[config.mk]
export PLATFORM = sky130hd
export DESIGN_NAME = answer_arbiter_flat
export DESIGN_NICKNAME = d
export VERILOG_FILES = /design/src/rtl/answer_arbiter_pkg.sv /design/src/rtl/answer_arbiter_if.sv /design/src/rtl/answer_arbiter_key_sync.sv /design/src/rtl/answer_arbiter.sv /design/src/flat_wrapper.sv
export SDC_FILE = /design/constraint.sdc
export NUM_CORES = 1
export LEC_CHECK = 0
export BUFFER_PORTS_ARGS = -buffer_cell sky130_fd_sc_hd__buf_2
export CAP_MARGIN = 20
export CORE_MARGIN = 2
export CORE_UTILIZATION = 45
export CTS_BUF_LIST = sky130_fd_sc_hd__clkbuf_16
export CTS_CLUSTER_SIZE = 40
export DETAILED_ROUTE_END_ITERATION = 8
export PLACE_DENSITY = 0.69
export SYNTH_ARGS = -nofsm -noshare
export SYNTH_HDL_FRONTEND = slang
export SYNTH_SLANG_ARGS = --single-unit
[constraint.sdc]
create_clock -name clkout -period 2.6 [get_ports clkout]
set_input_delay 0.13 -clock clkout [delete_from_list [all_inputs] [get_ports clkout]]
set_output_delay 0.13 -clock clkout [all_outputs]
set_load 0.02 [all_outputs]
[src/rtl/answer_arbiter_pkg.sv]
// Shared constants for the answer arbiter: FSM state encodings used by the
// arbiter itself, display logic and the testbench.
package answer_arbiter_pkg;

  localparam int STATE_W = 2;

  typedef enum logic [STATE_W-1:0] {
    ST_IDLE    = 2'd0,
    ST_ARMED   = 2'd1,
    ST_LOCKED  = 2'd2,
    ST_EXPIRED = 2'd3
  } arb_state_e;

endpackage

[src/rtl/answer_arbiter_if.sv]
// Host/contestant/countdown signal bundle for the answer arbiter.
// The host side (master) drives buttons and host controls; the arbiter is the slave.
interface answer_arbiter_if #(
  parameter int N   = 4,
  parameter int IDW = 2
);

  logic [N-1:0]   key;
  logic           host_start;
  logic           host_clear;
  logic           host_pause;
  logic           timeout;
  logic           run_pause;
  logic           cd_rst_n;
  logic [IDW-1:0] winner;
  logic           winner_valid;
  logic [N-1:0]   foul;
  logic [1:0]     state_o;

  modport master (
    output key, host_start, host_clear, host_pause, timeout,
    input  run_pause, cd_rst_n, winner, winner_valid, foul, state_o
  );

  modport slave (
    input  key, host_start, host_clear, host_pause, timeout,
    output run_pause, cd_rst_n, winner, winner_valid, foul, state_o
  );

endinterface

[src/rtl/answer_arbiter_key_sync.sv]
// One-bit 2-flop synchroniser with rising-edge detector; press_o is a
// single-cycle pulse per genuine button press.
module key_sync (
  input  logic clkout,
  input  logic rst_n,
  input  logic key_i,
  output logic press_o
);

  logic       s1_q;
  logic       s2_q;
  logic       prev_q;
  logic [2:0] fill_q;

  // fill_q marks when prev_q holds a real key sample, so a key held across
  // reset release is not mistaken for a fresh press.
  always_ff @(posedge clkout) begin
    if (!rst_n) begin
      s1_q   <= 1'b0;
      s2_q   <= 1'b0;
      prev_q <= 1'b0;
      fill_q <= 3'b000;
    end else begin
      s1_q   <= key_i;
      s2_q   <= s1_q;
      prev_q <= s2_q;
      fill_q <= {fill_q[1:0], 1'b1};
    end
  end

  assign press_o = s2_q & ~prev_q & fill_q[2];

endmodule

[src/rtl/answer_arbiter.sv]
// Quiz answer arbiter: synchronises contestant buttons, locks the first
// valid press (lowest index on ties) and drives the countdown stage.
module answer_arbiter
  import answer_arbiter_pkg::*;
#(
  parameter int N   = 4,
  parameter int IDW = 2
) (
  input  logic              clkout,
  input  logic              rst_n,
  answer_arbiter_if.slave   bus
);

  logic [N-1:0]   press;
  logic [N-1:0]   validPress;
  logic [IDW-1:0] firstIdx;
  logic           anyValid;
  logic           startRise;
  logic           start_q;

  arb_state_e     state_q, state_d;
  logic [IDW-1:0] winner_q, winner_d;
  logic           valid_q, valid_d;
  logic [N-1:0]   foul_q, foul_d;

  genvar g;
  generate
    for (g = 0; g < N; g++) begin : g_sync
      key_sync u_sync (
        .clkout  (clkout),
        .rst_n   (rst_n),
        .key_i   (bus.key[g]),
        .press_o (press[g])
      );
    end
  endgenerate

  assign startRise = bus.host_start & ~start_q;

  // Descending scan so the lowest-index valid press is the one left standing.
  always_comb begin
    validPress = press & ~foul_q;
    firstIdx   = '0;
    for (int i = N - 1; i >= 0; i--) begin
      if (validPress[i]) firstIdx = IDW'(i);
    end
    anyValid = |validPress;
  end

  always_ff @(posedge clkout) begin
    if (!rst_n) begin
      state_q  <= ST_IDLE;
      winner_q <= '0;
      valid_q  <= 1'b0;
      foul_q   <= '0;
      start_q  <= 1'b0;
    end else begin
      state_q  <= state_d;
      winner_q <= winner_d;
      valid_q  <= valid_d;
      foul_q   <= foul_d;
      start_q  <= bus.host_start;
    end
  end

  always_comb begin
    state_d  = state_q;
    winner_d = winner_q;
    valid_d  = valid_q;
    foul_d   = foul_q;
    if (bus.host_clear) begin
      state_d  = ST_IDLE;
      winner_d = '0;
      valid_d  = 1'b0;
      foul_d   = '0;
    end else begin
      case (state_q)
        ST_IDLE: begin
          foul_d = foul_q | press;
          if (startRise) state_d = ST_ARMED;
        end
        ST_ARMED: begin
          if (anyValid) begin
            state_d  = ST_LOCKED;
            winner_d = firstIdx;
            valid_d  = 1'b1;
          end
        end
        ST_LOCKED: begin
          if (bus.timeout) state_d = ST_EXPIRED;
        end
        ST_EXPIRED: begin
          state_d = ST_EXPIRED;
        end
        default: begin
          state_d = ST_IDLE;
        end
      endcase
    end
  end

  assign bus.run_pause    = (state_q == ST_LOCKED) && !bus.host_pause;
  assign bus.cd_rst_n     = (state_q == ST_LOCKED) || (state_q == ST_EXPIRED);
  assign bus.winner       = winner_q;
  assign bus.winner_valid = valid_q;
  assign bus.foul         = foul_q;
  assign bus.state_o      = state_q;

endmodule

[src/flat_wrapper.sv]
// flat-port wrapper written by rule: the top's interface ports become plain ports
module answer_arbiter_flat import answer_arbiter_pkg::*;
#(
  parameter int N   = 4,
  parameter int IDW = 2
)
  (clkout, rst_n, bus_key, bus_host_start, bus_host_clear, bus_host_pause, bus_timeout, bus_run_pause, bus_cd_rst_n, bus_winner, bus_winner_valid, bus_foul, bus_state_o);
  answer_arbiter_if #(.N(N), .IDW(IDW)) bus_i ();
  input  logic clkout;
  input  logic rst_n;
  input wire logic [$bits(bus_i.key)-1:0] bus_key;
  input wire logic [$bits(bus_i.host_start)-1:0] bus_host_start;
  input wire logic [$bits(bus_i.host_clear)-1:0] bus_host_clear;
  input wire logic [$bits(bus_i.host_pause)-1:0] bus_host_pause;
  input wire logic [$bits(bus_i.timeout)-1:0] bus_timeout;
  output wire logic [$bits(bus_i.run_pause)-1:0] bus_run_pause;
  output wire logic [$bits(bus_i.cd_rst_n)-1:0] bus_cd_rst_n;
  output wire logic [$bits(bus_i.winner)-1:0] bus_winner;
  output wire logic [$bits(bus_i.winner_valid)-1:0] bus_winner_valid;
  output wire logic [$bits(bus_i.foul)-1:0] bus_foul;
  output wire logic [$bits(bus_i.state_o)-1:0] bus_state_o;
  assign bus_i.key = bus_key;
  assign bus_i.host_start = bus_host_start;
  assign bus_i.host_clear = bus_host_clear;
  assign bus_i.host_pause = bus_host_pause;
  assign bus_i.timeout = bus_timeout;
  assign bus_run_pause = bus_i.run_pause;
  assign bus_cd_rst_n = bus_i.cd_rst_n;
  assign bus_winner = bus_i.winner;
  assign bus_winner_valid = bus_i.winner_valid;
  assign bus_foul = bus_i.foul;
  assign bus_state_o = bus_i.state_o;
  answer_arbiter #(.N(N), .IDW(IDW)) u_core (.clkout(clkout), .rst_n(rst_n), .bus(bus_i));
endmodule
==> results_dict.tcl <==
set metrics [dict create \
    status "complete, no violations" \
    grt_start_max_net_pins 19 \
    n_antenna_cell 0 \
    routabilityCongestion 0.741 \
    internal_power_mw 0.615 \
    place_area_um2 981 \
    synth_seq_cells 25 \
    total_power_mw 0.757 \
    drc 0 \
    cp-start-kind "register" \
    max-slew-margin-rel_pct 79.3 \
    rows 15 \
    stdcell_area_mm2 0.00106 \
    fp.dieArea_mm2 0.00227 \
    final_common_cell "dfxtp_1" \
    routed_wl_um 1470 \
    grt_setup_unrepaired "false" \
    period_share_pct 47.7 \
    crit_arrival_ns 1.11 \
    min_path_cells 2 \
    grt_use_total_pct 15.9 \
    clk_latency_ns 0.25 \
    place_inst 121 \
    pwr-share-seq_pct 53.0 \
    cts_tree "done" \
    synthCells 78 \
    cts_resized 0 \
    setup_tns_ns 0 \
    wire_per_inst_um 11.8 \
    pwr_density_cell_mw_per_mm2 714 \
    grt-ovfl-total 0 \
    coreArea_mm2 0.00176 \
    area_growth_pct 23.7 \
    cts_setup_buffers 0 \
    tightest_slew_ns 0.309 \
    drt-initial-drc-count 5 \
    netlist_area_um2 857 \
    worstPathRequired_ns 2.47 \
    setup_slack_ns 1.36 \
    synthesis.nets 88 \
    post-route-util_pct 60.1 \
    ios 21 \
    final_cell_mix "dfxtp_1, buf_2, and2_1" \
    routed_via_density 4.99 \
    dp_slack_ns 1.44 \
    p_leak_nw 0.434 \
    skew_ns 0.00315 \
    start_util_pct 48.6 \
    whs_ns 0.0799 \
    clockRootBuffer "clkbuf_16" \
    netSwitchingPower_mw 0.142 \
    peakVddDrop_uv 615 \
    finalSetupViolCount 0 \
    grt_pass1_wl_um 2390 \
    cts_buffers 3 \
    first_pass_iters 4 \
    max-cap-violations 0 \
    cp-end-kind "output port" \
    die-width_um 47.6 \
    instances_no_fill 125 \
    clock_power_share_pct 43.1 \
    hold_violations 0 \
    seq_area_frac_synth_pct 58.4 \
    worstRegToRegCells 3 \
    drive_gt1_share_pct 25.0 \
    clock-sinks 25 \
    synth.top_cell.area_share_pct 58.4 \
    drv_slew 0 \
    io_buffers 20 \
    p_comb_share_pct 3.9 \
    htree_levels 1 \
    path_class "register to output port" \
    grt_pass1_vias 561 \
    hp-class "input port to register" \
    drtAntennaViolNets 0 \
    hold_buffers 0 \
    synth.distinct_cells 21 \
    cts.path.max_buffers 2 \
    yosysTopAreaCell "dfxtp_1" \
    period_needed_ns 1.24 \
    avgSynthCellArea_um2 11.0 \
    yosys_warnings 0 \
    die_h_um 47.6 \
    netSwitchingFraction_pct 18.7 \
    finalNetCount 111 \
    path_clk_slew_ns 0.06 \
    antenna_found_initial 0 \
    clock.fmax_mhz 806 \
    critPathMaxFanout 8 \
    synth.area.top_cells "dfxtp_1, and2_1, nand4bb_1" \
    vias 624 \
]
==> worst max-delay path: stages, from the launching register on <==
cell     delay (ns)
dfxtp_1        0.47
nor3b_1        0.20
buf_2          0.19
==> cell type report <==
class / count / area [um2]
timing repair buffer: 20 / 100
sequential: 25 / 500
fill: 169 / 704
tap: 25 / 31.3
clock buffer: 3 / 75.1
clock inverter: 1 / 3.75
inverter: 6 / 22.5
multi-input combinational: 45 / 327
==> layer usage <==
metal	share of wire [%]	vias to the layer above	GRT usage (%)	routed length [um]
li1	-	316	-	-
met1	45	292	18.5	663
met2	49	12	25.9	719
met3	3.3	4	3.40	48
met4	2.9	0	11.4	42
met5	0	-	0	0
==> flip-flops by register name, indices dropped and copies added (netlist names) <==
register / count
u_core.g_sync.u_sync.prev_q: 4
u_core.g_sync.u_sync.s2_q: 4
u_core.bus.state_o: 2
u_core.bus.winner_valid: 1
u_core.g_sync.u_sync.fill_q: 3
u_core.bus.winner: 2
u_core.g_sync.u_sync.s1_q: 4
u_core.start_q: 1
u_core.bus.foul: 4
==> final timing paths <==
path / from / endpoint / slack (ns)
hold reg to reg: u_core.g_sync[3].u_sync.s1_q / u_core.g_sync[3].u_sync.s2_q / 0.43
hold / removal: bus_key[3] / u_core.g_sync[3].u_sync.s1_q / 0.08
setup / recovery: u_core.bus.state_o[1] / bus_run_pause / 1.36
setup reg to reg: u_core.g_sync[2].u_sync.fill_q[2] / u_core.bus.winner[0] / 1.43
==> power groups by stage <==
stage / Combinational, mW / Clock, mW / Sequential (mW)
final: 0.0297 / 0.326 / 0.401
after detailed placement: 0.0298 / 0 / 0.410
after CTS: 0.0303 / 0.334 / 0.401
after global placement: 0.0290 / 0 / 0.409
after global routing: 0.0335 / 0.349 / 0.403
after floorplan: 0.0168 / 0 / 0.409
==> cells by family (layout without fill, tap and decap cells) <==
group / count (synthesis) / after routing / share of synthesized area [%]
buffers and inverters: 8 / 30 / 3.50
AND/OR/NAND/NOR: 31 / 31 / 25.1
flip-flops: 25 / 25 / 58.4
AO/OA/AOI/OAI: 14 / 14 / 13.0
==> synthesized netlist by cell type <==
master / number
dfxtp_1: 25
and2_1: 15
inv_1: 6
a31oi_1: 4
nand4bb_1: 4
nor2_1: 4
a211oi_1: 2
clkbuf_1: 2
nand2b_1: 2
nor3b_1: 2
o21a_1: 2
a21boi_0: 1
a21o_1: 1
a21oi_1: 1
a41oi_1: 1
a41oi_2: 1
nor2b_1: 1
nor3_1: 1
nor3b_2: 1
nor4bb_1: 1
o221a_1: 1
Power figures use the tool's default switching activity.
